<file path="src/rtl/reloj_pkg.sv">
// Shared definitions for the clock/timer/alarm front panel: cycle conversion,
// repeat FSM states and button indices.
package reloj_pkg;

  typedef enum logic [1:0] {
    IDLE = 2'd0,
    WAIT = 2'd1,
    RPT  = 2'd2
  } rpt_state_t;

  localparam int BTN_AUM  = 0;
  localparam int BTN_DISM = 1;
  localparam int BTN_DER  = 2;
  localparam int BTN_IZQ  = 3;
  localparam int BTN_DOCE = 4;
  localparam int N_BTN    = 5;

  function automatic int unsigned ms_to_cycles(input int unsigned clk_hz,
                                               input int unsigned ms);
    return (clk_hz / 1000) * ms;
  endfunction

endpackage

</file>
<file path="src/rtl/antirrebote.sv">
// One button: 2-FF synchroniser, stability-counter debounce and a 0->1 press
// strobe taken from the debounced level.
module antirrebote #(
  parameter int unsigned DEB = 20
) (
  input  logic clk,
  input  logic reset,
  input  logic raw,
  output logic db,
  output logic press
);

  localparam int CW = $clog2(DEB + 1);
  localparam logic [CW-1:0] DEB_C = CW'(DEB);

  logic          sync1;
  logic          sync2;
  logic          db_prev;
  logic [CW-1:0] cnt;

  always_ff @(posedge clk) begin
    if (!reset) begin
      sync1   <= 1'b0;
      sync2   <= 1'b0;
      db      <= 1'b0;
      db_prev <= 1'b0;
      cnt     <= '0;
    end else begin
      sync1   <= raw;
      sync2   <= sync1;
      db_prev <= db;
      // Any return to the current level restarts the stability window.
      if (sync2 == db) begin
        cnt <= '0;
      end else if (cnt == DEB_C) begin
        db  <= sync2;
        cnt <= '0;
      end else begin
        cnt <= cnt + 1'b1;
      end
    end
  end

  assign press = db & ~db_prev;

endmodule

</file>
<file path="src/rtl/boton_acondicionador.sv">
// Front-panel button conditioner: debounced press pulses, auto-repeat on
// increment/decrement with a both-held lockout, and the 12/24-hour toggle.
module boton_acondicionador
  import reloj_pkg::*;
#(
  parameter int unsigned CLK_HZ      = 100_000_000,
  parameter int unsigned DEBOUNCE_MS = 20,
  parameter int unsigned HOLD_MS     = 500,
  parameter int unsigned REPEAT_MS   = 100
) (
  input  logic       clk,
  input  logic       reset,
  input  logic       btn_aum,
  input  logic       btn_dism,
  input  logic       btn_der,
  input  logic       btn_izq,
  input  logic       btn_doce_24,
  output logic       aumenta,
  output logic       disminuye,
  output logic       corre_der,
  output logic       corre_izq,
  output logic       doce_24,
  output rpt_state_t estado_aum,
  output rpt_state_t estado_dism
);

  localparam int unsigned DEB     = ms_to_cycles(CLK_HZ, DEBOUNCE_MS);
  localparam int unsigned HOLD    = ms_to_cycles(CLK_HZ, HOLD_MS);
  localparam int unsigned REP     = ms_to_cycles(CLK_HZ, REPEAT_MS);
  localparam int unsigned CNT_MAX = (HOLD > REP) ? HOLD : REP;
  localparam int          CW      = $clog2(CNT_MAX + 1);
  // Down-counters reach zero exactly HOLD / REP cycles after the pulse edge.
  localparam logic [CW-1:0] HOLD_LD = CW'(HOLD - 1);
  localparam logic [CW-1:0] REP_LD  = CW'(REP - 1);

  logic [N_BTN-1:0] raw_v;
  logic [N_BTN-1:0] db_v;
  logic [N_BTN-1:0] press_v;

  assign raw_v[BTN_AUM]  = btn_aum;
  assign raw_v[BTN_DISM] = btn_dism;
  assign raw_v[BTN_DER]  = btn_der;
  assign raw_v[BTN_IZQ]  = btn_izq;
  assign raw_v[BTN_DOCE] = btn_doce_24;

  for (genvar g = 0; g < N_BTN; g++) begin : g_btn
    antirrebote #(
      .DEB (DEB)
    ) u_antirrebote (
      .clk   (clk),
      .reset (reset),
      .raw   (raw_v[g]),
      .db    (db_v[g]),
      .press (press_v[g])
    );
  end

  // Only aum/dism use the level; the rest act on press strobes alone.
  logic unused_db;
  assign unused_db = &{1'b0, db_v[BTN_DER], db_v[BTN_IZQ], db_v[BTN_DOCE]};

  rpt_state_t    st    [2];
  rpt_state_t    st_n  [2];
  logic [CW-1:0] cnt   [2];
  logic [CW-1:0] cnt_n [2];
  logic [1:0]    pulse_n;
  logic [1:0]    rpt_db;
  logic [1:0]    rpt_press;
  logic          conflict;

  assign rpt_db    = {db_v[BTN_DISM], db_v[BTN_AUM]};
  assign rpt_press = {press_v[BTN_DISM], press_v[BTN_AUM]};
  assign conflict  = &rpt_db;

  always_ff @(posedge clk) begin
    if (!reset) begin
      for (int i = 0; i < 2; i++) begin
        st[i]  <= IDLE;
        cnt[i] <= '0;
      end
      aumenta   <= 1'b0;
      disminuye <= 1'b0;
      corre_der <= 1'b0;
      corre_izq <= 1'b0;
      doce_24   <= 1'b0;
    end else begin
      for (int i = 0; i < 2; i++) begin
        st[i]  <= st_n[i];
        cnt[i] <= cnt_n[i];
      end
      aumenta   <= pulse_n[0];
      disminuye <= pulse_n[1];
      corre_der <= press_v[BTN_DER];
      corre_izq <= press_v[BTN_IZQ];
      if (press_v[BTN_DOCE]) begin
        doce_24 <= ~doce_24;
      end
    end
  end

  always_comb begin
    pulse_n = '0;
    for (int i = 0; i < 2; i++) begin
      st_n[i]  = st[i];
      cnt_n[i] = cnt[i];
      case (st[i])
        IDLE: begin
          if (rpt_press[i]) begin
            pulse_n[i] = 1'b1;
            cnt_n[i]   = HOLD_LD;
            st_n[i]    = WAIT;
          end
        end
        WAIT, RPT: begin
          if (!rpt_db[i]) begin
            cnt_n[i] = '0;
            st_n[i]  = IDLE;
          end else if (cnt[i] == '0) begin
            pulse_n[i] = 1'b1;
            cnt_n[i]   = REP_LD;
            st_n[i]    = RPT;
          end else begin
            cnt_n[i] = cnt[i] - 1'b1;
          end
        end
        default: begin
          cnt_n[i] = '0;
          st_n[i]  = IDLE;
        end
      endcase
      // Both held: silence both and demand a fresh press edge afterwards.
      if (conflict) begin
        pulse_n[i] = 1'b0;
        cnt_n[i]   = '0;
        st_n[i]    = IDLE;
      end
    end
  end

  assign estado_aum  = st[0];
  assign estado_dism = st[1];

endmodule

</file>
<file path="config.mk">
export PLATFORM = sky130hd
export DESIGN_NAME = boton_acondicionador
export DESIGN_NICKNAME = d
export VERILOG_FILES = /design/src/rtl/reloj_pkg.sv /design/src/rtl/antirrebote.sv /design/src/rtl/boton_acondicionador.sv
export SDC_FILE = /design/constraint.sdc
export NUM_CORES = 1
export LEC_CHECK = 0
export ABC_AREA = 1
export BUFFER_PORTS_ARGS = -buffer_cell sky130_fd_sc_hd__buf_2
export CAP_MARGIN = 30
export CORE_ASPECT_RATIO = 1.4
export CORE_MARGIN = 1
export CORE_UTILIZATION = 45
export CTS_CLUSTER_DIAMETER = 80
export DETAILED_ROUTE_END_ITERATION = 7
export GPL_TIMING_DRIVEN = 0
export PLACE_DENSITY_LB_ADDON = 0.05
export REMOVE_ABC_BUFFERS = 1
export SETUP_SLACK_MARGIN = 0.4
export SYNTH_ARGS = -nofsm -noshare
export SYNTH_HDL_FRONTEND = slang
export SYNTH_HIERARCHICAL = 1
export SYNTH_SLANG_ARGS = --single-unit
</file>
<file path="constraint.sdc">
create_clock -name clk -period 2.4 [get_ports clk]
set_clock_uncertainty 0.15 [all_clocks]
set_input_delay 0.72 -clock clk [delete_from_list [all_inputs] [get_ports clk]]
set_output_delay 0.72 -clock clk [all_outputs]
set_load 0.05 [all_outputs]
</file>
==> impl_metrics.py, run 1 <==
metrics = {
    "timing": {
        "max_clock_freq_ghz": 0.512,
        "slew_headroom_pct": 61.6,
        "fin_crit_ps": 1950,
        "worst_slew_pin_slew_ps": 575,
        "drv_slew": 0,
        "final-setup-viol-count": 0,
        "period_share_pct": 81.3,
        "rsz0062_at_grt": "true",
        "hold_viol": 0,
    },
    "logic_synthesis": {
        "synth_flop_cell": "dfxtp_1",
        "syn_avg_cell_area_um2": 6.59,
        "synth-seq-cells": 186,
        "async_reset_ff_share_pct": 0,
        "netlist_instances": 1600,
        "ys_seq_area_share_pct": 35.3,
        "yosysUniqueCellTypes": 42,
        "syn_area_um2": 10600,
        "synth_edf_count": 0,
        "yosysWarnings": 6,
    },
    "final_layout": {
        "fillerInstances": 2380,
        "fin_nets": 1663,
        "instances_no_fill": 1954,
        "final_cell_area_um2": 11800,
        "syn2layout_area_growth_pct": 12.0,
        "most-common-layout-cells": "431 x nand2_1, 298 x nor2_1, 182 x dfxtp_1, 180 x inv_1, 90 x nand3_1",
        "seqCellArea_um2": 3730,
        "diodes": 0,
        "mostFrequentLayoutCell": "nand2_1",
        "drive_gt1_share_pct": 13.7,
        "multi_input_area_um2": 6050,
    },
    "cts": {
        "cts.sinks": 186,
        "cts_tree": "yes",
        "cts.htree.levels": 4,
        "ctsHoldBuffers": 0,
        "cts.path.max_buffers": 2,
        "cts_inserted_buffers": 17,
        "cts-root-buf": "clkbuf_16",
        "clkSlewWorstSetupHoldPaths_ps": 70,
        "clk_latency_ps": 440,
    },
    "floorplan": {
        "ios": 16,
        "die_h_um": 183,
        "start_util_pct": 46.3,
        "rows": 65,
        "chipWidth_um": 131,
        "die_area_um2": 24100,
        "placeableCoreArea_um2": 22800,
    },
    "place": {
        "placed_area_um2": 10900,
        "io_buffers": 15,
        "place.gp.congestion": 0.875,
        "hpwl_mm": 17.5,
        "dp_cells": 1895,
    },
    "setup_path": {
        "required_ps": 1530,
        "r2r_end": "cnt[0][42]",
        "cpLargestDelayFamily": "flip-flops",
        "crit_buf_inv": 1,
        "slowest_delay_ps": 350,
        "rrSetupSlack_ps": 510,
        "timing.rr.start": "st[0][2]",
        "path_cells": "buf_2",
        "worst-path-max-fanout": 4,
        "rr_worst_depth": 9,
        "critPathSlowestCell": "dfxtp_2",
        "worst_ep_arrival_time_ps": 1080,
        "critPathLaunchType": "register",
        "cp-end-kind": "output port",
        "setup.worst_path.class": "register to output port",
    },
    "detailed_routing": {
        "detail-route-antenna-nets": 0,
        "routedWlPerCell_um": 12.3,
        "vias": 9493,
        "drc_errors": 0,
        "first_iter_violations": 450,
        "routed_wl_mm": 24.0,
        "detail_route.first_pass.iterations": 4,
        "viasPerCell": 4.86,
    },
    "min_path": {
        "hold_path.class": "register to register",
        "min_from": "g_btn[2].u_antirrebote/sync1",
        "whs_endpoint": "g_btn[2].u_antirrebote/sync2",
        "min_path_cells": 2,
    },
    "status": {
        "status": "completed",
    },
    "global_route": {
        "track_usage_pct": 21.1,
        "grt_pass1_vias": 9149,
        "grt_max_degree": 29,
        "grt-ovfl-total": 0,
        "grt_antenna_before_repair": 0,
        "grt_pass1_wl_mm": 41.8,
    },
    "power_and_ir_drop": {
        "power_frac_clock_pct": 47.7,
        "p_int_w": 0.00471,
        "p_sw_w": 0.00138,
        "powerDensity_nw_per_um2": 515,
        "combPwrFrac_pct": 1.3,
        "swShare_pct": 22.6,
        "vdd_ir_drop_max_v": 0.000451,
        "leakage_nw": 4.42,
        "seq_power_share_pct": 50.9,
    },
    "flow_run": {
        "maxCapViolCount": 0,
    },
}
power groups by stage:
| stage | registers, W | clock network [W] | logic, W |
|---|---|---|---|
| 2_1_floorplan | 0.00317 | 0 | 0.0000403 |
| 3_3_place_gp | 0.00317 | 0 | 0.0000718 |
| 3_5_place_dp | 0.00317 | 0 | 0.0000761 |
| 4_1_cts | 0.00310 | 0.00300 | 0.0000777 |
| 5_1_grt | 0.00310 | 0.00313 | 0.0000925 |
| 6_report | 0.00310 | 0.00291 | 0.0000808 |
routing by layer:
layer | wire length (um) | global-route usage, % | up-vias
met4 | 578 | 8.00 | 0
met1 | 10500 | 23.8 | 4277
met3 | 527 | 3.23 | 42
li1 | - | - | 5075
met5 | 0 | 0 | -
met2 | 12400 | 39.7 | 99
through the flow:
step	setup TNS [ps]	utilization (%)	total power [W]	hold slack, ps	setup WS (ps)
after CTS	0	51.0	0.00618	269	365
after detailed placement	-19790	47.8	0.00325	251	-426
after global routing	0	51.9	0.00632	294	369
after floorplan	0	-	0.00321	240	141
final	0	51.9	0.00609	266	449
after global placement	-49940	47.7	0.00325	246	-1120
worst max-delay path by stage:
stage | depth (start not counted) | startpoint | end
after floorplan | 7 | st[0][0] | cnt[0][15]
after global placement | 5 | reset | disminuye
after detailed placement | 8 | reset | cnt[0][37]
after CTS | 7 | st[0][0] | cnt[0][2]
after global routing | 7 | st[0][1] | cnt[0][8]
final | 1 | st[0][1] | estado_aum[1]
sequential cells by signal (all words and copies together) (netlist names), 4 cells and up:
| signal | count |
|---|---|
| cnt | 52 |
| g_btn.u_antirrebote/db | 5 |
| st | 4 |
| g_btn.u_antirrebote/cnt | 105 |
| g_btn.u_antirrebote/db_prev | 5 |
| g_btn.u_antirrebote/sync1 | 5 |
| g_btn.u_antirrebote/sync2 | 5 |
layout make-up:
type | count | area share [%]
clock inverters | 13 | 1.32
inverters | 197 | 6.41
repair buffers | 42 | 2.60
well taps | 301 | 3.19
multi-input cells | 1196 | 51.2
flip-flops and latches | 186 | 31.5
clock buffers | 19 | 3.75
worst reg2reg max path: cells and delay by family (launching register included):
| family | cells | cell delay, ps |
|---|---|---|
| buffers and inverters | 4 | 490 |
| and+or+nand+nor | 3 | 480 |
| AOI/OAI and AO/OA | 1 | 120 |
| adders and majority gates | 1 | 220 |
| DFF | 1 | 370 |
synthesized netlist by cell type (9+ instances only):
cell type | n | share of area [%]
a21oi_1 | 80 | 3.8
buf_4 | 11 | 0.78
dfxtp_1 | 186 | 35
ha_1 | 16 | 1.9
inv_1 | 183 | 6.5
inv_2 | 14 | 0.50
nand2_1 | 438 | 16
nand2_2 | 19 | 1.1
nand3_1 | 90 | 4.3
nand3_2 | 21 | 2.0
nand4_1 | 25 | 1.5
nor2_1 | 304 | 11
nor2_2 | 19 | 1.1
nor2_4 | 21 | 2.2
nor3_1 | 9 | 0.43
o21ai_0 | 27 | 1.3
o21bai_2 | 10 | 1.1
xnor2_1 | 15 | 1.2
xor2_1 | 41 | 3.4
logic make-up (layout without fill, tap and decap cells):
group | count (synthesis) | count (layout) | share of synthesized area, %
XOR/XNOR | 56 | 56 | 4.65
buffers and inverters | 220 | 271 | 8.36
AND/OR/NAND/NOR | 969 | 970 | 40.9
AO/OA/AOI/OAI | 153 | 154 | 8.89
adder cells (fa/ha/maj) | 16 | 16 | 1.90
flip-flops | 186 | 186 | 35.3
timing repair:
action                     4_1_cts  5_1_grt
setup buffers                    8       17
pin swaps                        2       10
setup endpoints to repair      139      111
gates resized for setup         14       29
gates cloned                     1        1
No activity file was read; power rests on OpenSTA's default activity.
==> inputs of run 2 (changes only) <==
==> constraint.sdc (replaced) <==
create_clock -name clk -period 1.8 [get_ports clk]
set_clock_uncertainty 0.15 [all_clocks]
set_input_delay 0.54 -clock clk [delete_from_list [all_inputs] [get_ports clk]]
set_output_delay 0.54 -clock clk [all_outputs]
set_load 0.05 [all_outputs]
==> run 2 against run 1 <==
Net effect:
- register-to-register slack got worse by 490 ps
- combinational power increased by 140%
- cell count increased by 7.9%
- utilization increased by 17 points
- non-clock buffer count increased by 139
- critical endpoint is now disminuye
- largest cell class unchanged
==> impl_metrics.py, run 2 (synthesis gave the netlist of run 1 again) <==
metrics = {
    "cts": {
        "cts.htree.levels": 4,
        "cts_inserted_buffers": 17,
        "clk_latency_ps": 440,
        "cts.sinks": 186,
        "cts.path.max_buffers": 2,
        "cts-root-buf": "clkbuf_16",
        "cts_tree": "yes",
        "clkSlewWorstSetupHoldPaths_ps": 80,
    },
    "timing": {
        "worst_slew_pin_slew_ps": 584,
        "fin_setup_tns_ps": 0,
        "hold_viol": 0,
        "period_share_pct": 99.1,
        "drv_slew": 0,
        "rsz0062_at_grt": "true",
        "final-setup-viol-count": 0,
        "max_clock_freq_ghz": 0.561,
        "slew_headroom_pct": 60.9,
        "fin_crit_ps": 1780,
    },
    "place": {
        "placed_area_um2": 10900,
        "io_buffers": 15,
        "hpwl_mm": 17.5,
        "place.gp.congestion": 0.875,
    },
    "final_layout": {
        "syn2layout_area_growth_pct": 49.1,
        "largest_register_ffs": 105,
        "diodes": 0,
        "drive_gt1_share_pct": 45.8,
        "fin_nets": 1818,
        "largestRegisters": "g_btn.u_antirrebote/cnt x105, cnt x52",
        "final_cell_area_um2": 15700,
        "mostFrequentLayoutCell": "nand2_1",
        "top_register": "g_btn.u_antirrebote/cnt",
        "most-common-layout-cells": "374 x nand2_1, 170 x nor2_1, 143 x inv_1, 106 x buf_4, 96 x nor2_4",
        "fillerInstances": 1835,
    },
    "floorplan": {
        "placeableCoreArea_um2": 22800,
        "chipWidth_um": 131,
        "start_util_pct": 46.3,
        "ios": 16,
        "die_h_um": 183,
        "rows": 65,
        "die_area_um2": 24100,
    },
    "detailed_routing": {
        "first_iter_violations": 550,
        "viasPerCell": 5.10,
        "vias": 10755,
        "detail_route.first_pass.iterations": 7,
        "routedWlPerCell_um": 14.6,
        "routed_wl_mm": 30.8,
        "detail-route-antenna-nets": 0,
        "drc_errors": 0,
    },
    "global_route": {
        "grt-ovfl-total": 0,
        "track_usage_pct": 24.5,
        "grt_pass1_wl_mm": 48.4,
        "grt_antenna_before_repair": 0,
        "grt_max_degree": 29,
        "grt_pass1_vias": 10440,
    },
    "min_path": {
        "hold_path.class": "primary input to register",
    },
    "power_and_ir_drop": {
        "vdd_ir_drop_max_v": 0.000482,
        "powerDensity_nw_per_um2": 519,
        "power_w": 0.00817,
        "leakage_nw": 5.70,
    },
    "setup_path": {
        "required_ps": 1990,
        "worst_ep_arrival_time_ps": 1970,
        "cpLargestDelayFamily": "simple AND/OR/NAND/NOR gates",
        "crit_buf_inv": 3,
        "critPathLaunchType": "register",
        "slowest_delay_ps": 340,
        "worst-path-max-fanout": 5,
        "cp-end-kind": "register",
        "path_cells": "inv_2 -> ha_4 -> nand2_4 -> nor2_8 -> inv_4 -> nor2_4 -> buf_4 -> nand3_4 -> a211oi_2",
        "setup.worst_path.class": "register to register",
        "critPathSlowestCell": "dfxtp_2",
    },
    "flow_run": {
        "maxCapViolCount": 0,
    },
    "status": {
        "status": "completed",
    },
}
[run 2: cell types whose count changed in the layout (fill, tap and decap cells not counted), moves of 44 or more]
cell,delta
a21oi_1,-44
buf_6,+50
dfxtp_2,+83
dfxtp_1,-118
nor2_1,-128
buf_4,+80
nand2_1,-57
nor2_2,+56
nor2_4,+72
[run 2: layout make-up]
type | instances | area (um2) | area share, %
timing repair inverter | 2 | 15.0 | 0.0954
timing repair buffer | 181 | 1710 | 10.8
sequential | 186 | 3960 | 25.2
multi-input combinational | 1210 | 8240 | 52.4
clock inverter | 13 | 156 | 0.994
tap | 301 | 377 | 2.39
clock buffer | 19 | 443 | 2.82
inverter | 197 | 832 | 5.29
[run 2: per-layer routing]
metal / track usage, % / up-vias / part of all wire [%]
met5: 0 / - / 0
met4: 11.8 / 0 / 3.7
met3: 3.65 / 77 / 2.4
li1: - / 5430 / -
met2: 46.6 / 197 / 55
met1: 26.4 / 5051 / 39
[run 2: metrics by stage]
stage	hold WS [ps]	utilization [%]	setup WS [ps]	std cells
after global placement	246	47.7	-1540	1893
after CTS	113	61.4	83.4	2062
final	135	69.1	16.4	2109
after detailed placement	251	47.8	-846	1895
after floorplan	240	-	-459	1577
after global routing	129	69.1	-40.5	2109
[run 2: worst reg2reg max path, stage by stage (launching register included)]
cell      delay, ps
dfxtp_2         340
inv_2            60
ha_4            140
nand2_4          70
nor2_8          190
inv_4            60
nor2_4          160
buf_4           140
nand3_4          90
a211oi_2        260
[run 2: final timing paths]
path                                                   start                      endpoint  slack [ps]  depth (start not counted)
worst max-delay path                              cnt[0][27]                     disminuye          20                          9
worst min-delay path                                 btn_izq  g_btn[3].u_antirrebote/sync1         140                          3
worst max register to register                    cnt[0][27]                     disminuye          20                          9
worst min register to register  g_btn[2].u_antirrebote/sync1  g_btn[2].u_antirrebote/sync2         270                          2
[run 2: report_power, final]
part	internal [W]	switching, W	total [W]	leakage, nW
clock	0.00213	0.00176	0.00389	0.288
sequential	0.00407	0.0000136	0.00409	1.57
combinational	0.0000721	0.000125	0.000197	3.83
[run 2: what timing repair did]
item	CTS	global route
hold buffers	0	0
pin swaps	134	164
cloned	15	3
gates resized for setup	426	402
buffers inserted	120	44
endpoints found under the setup margin	177	177
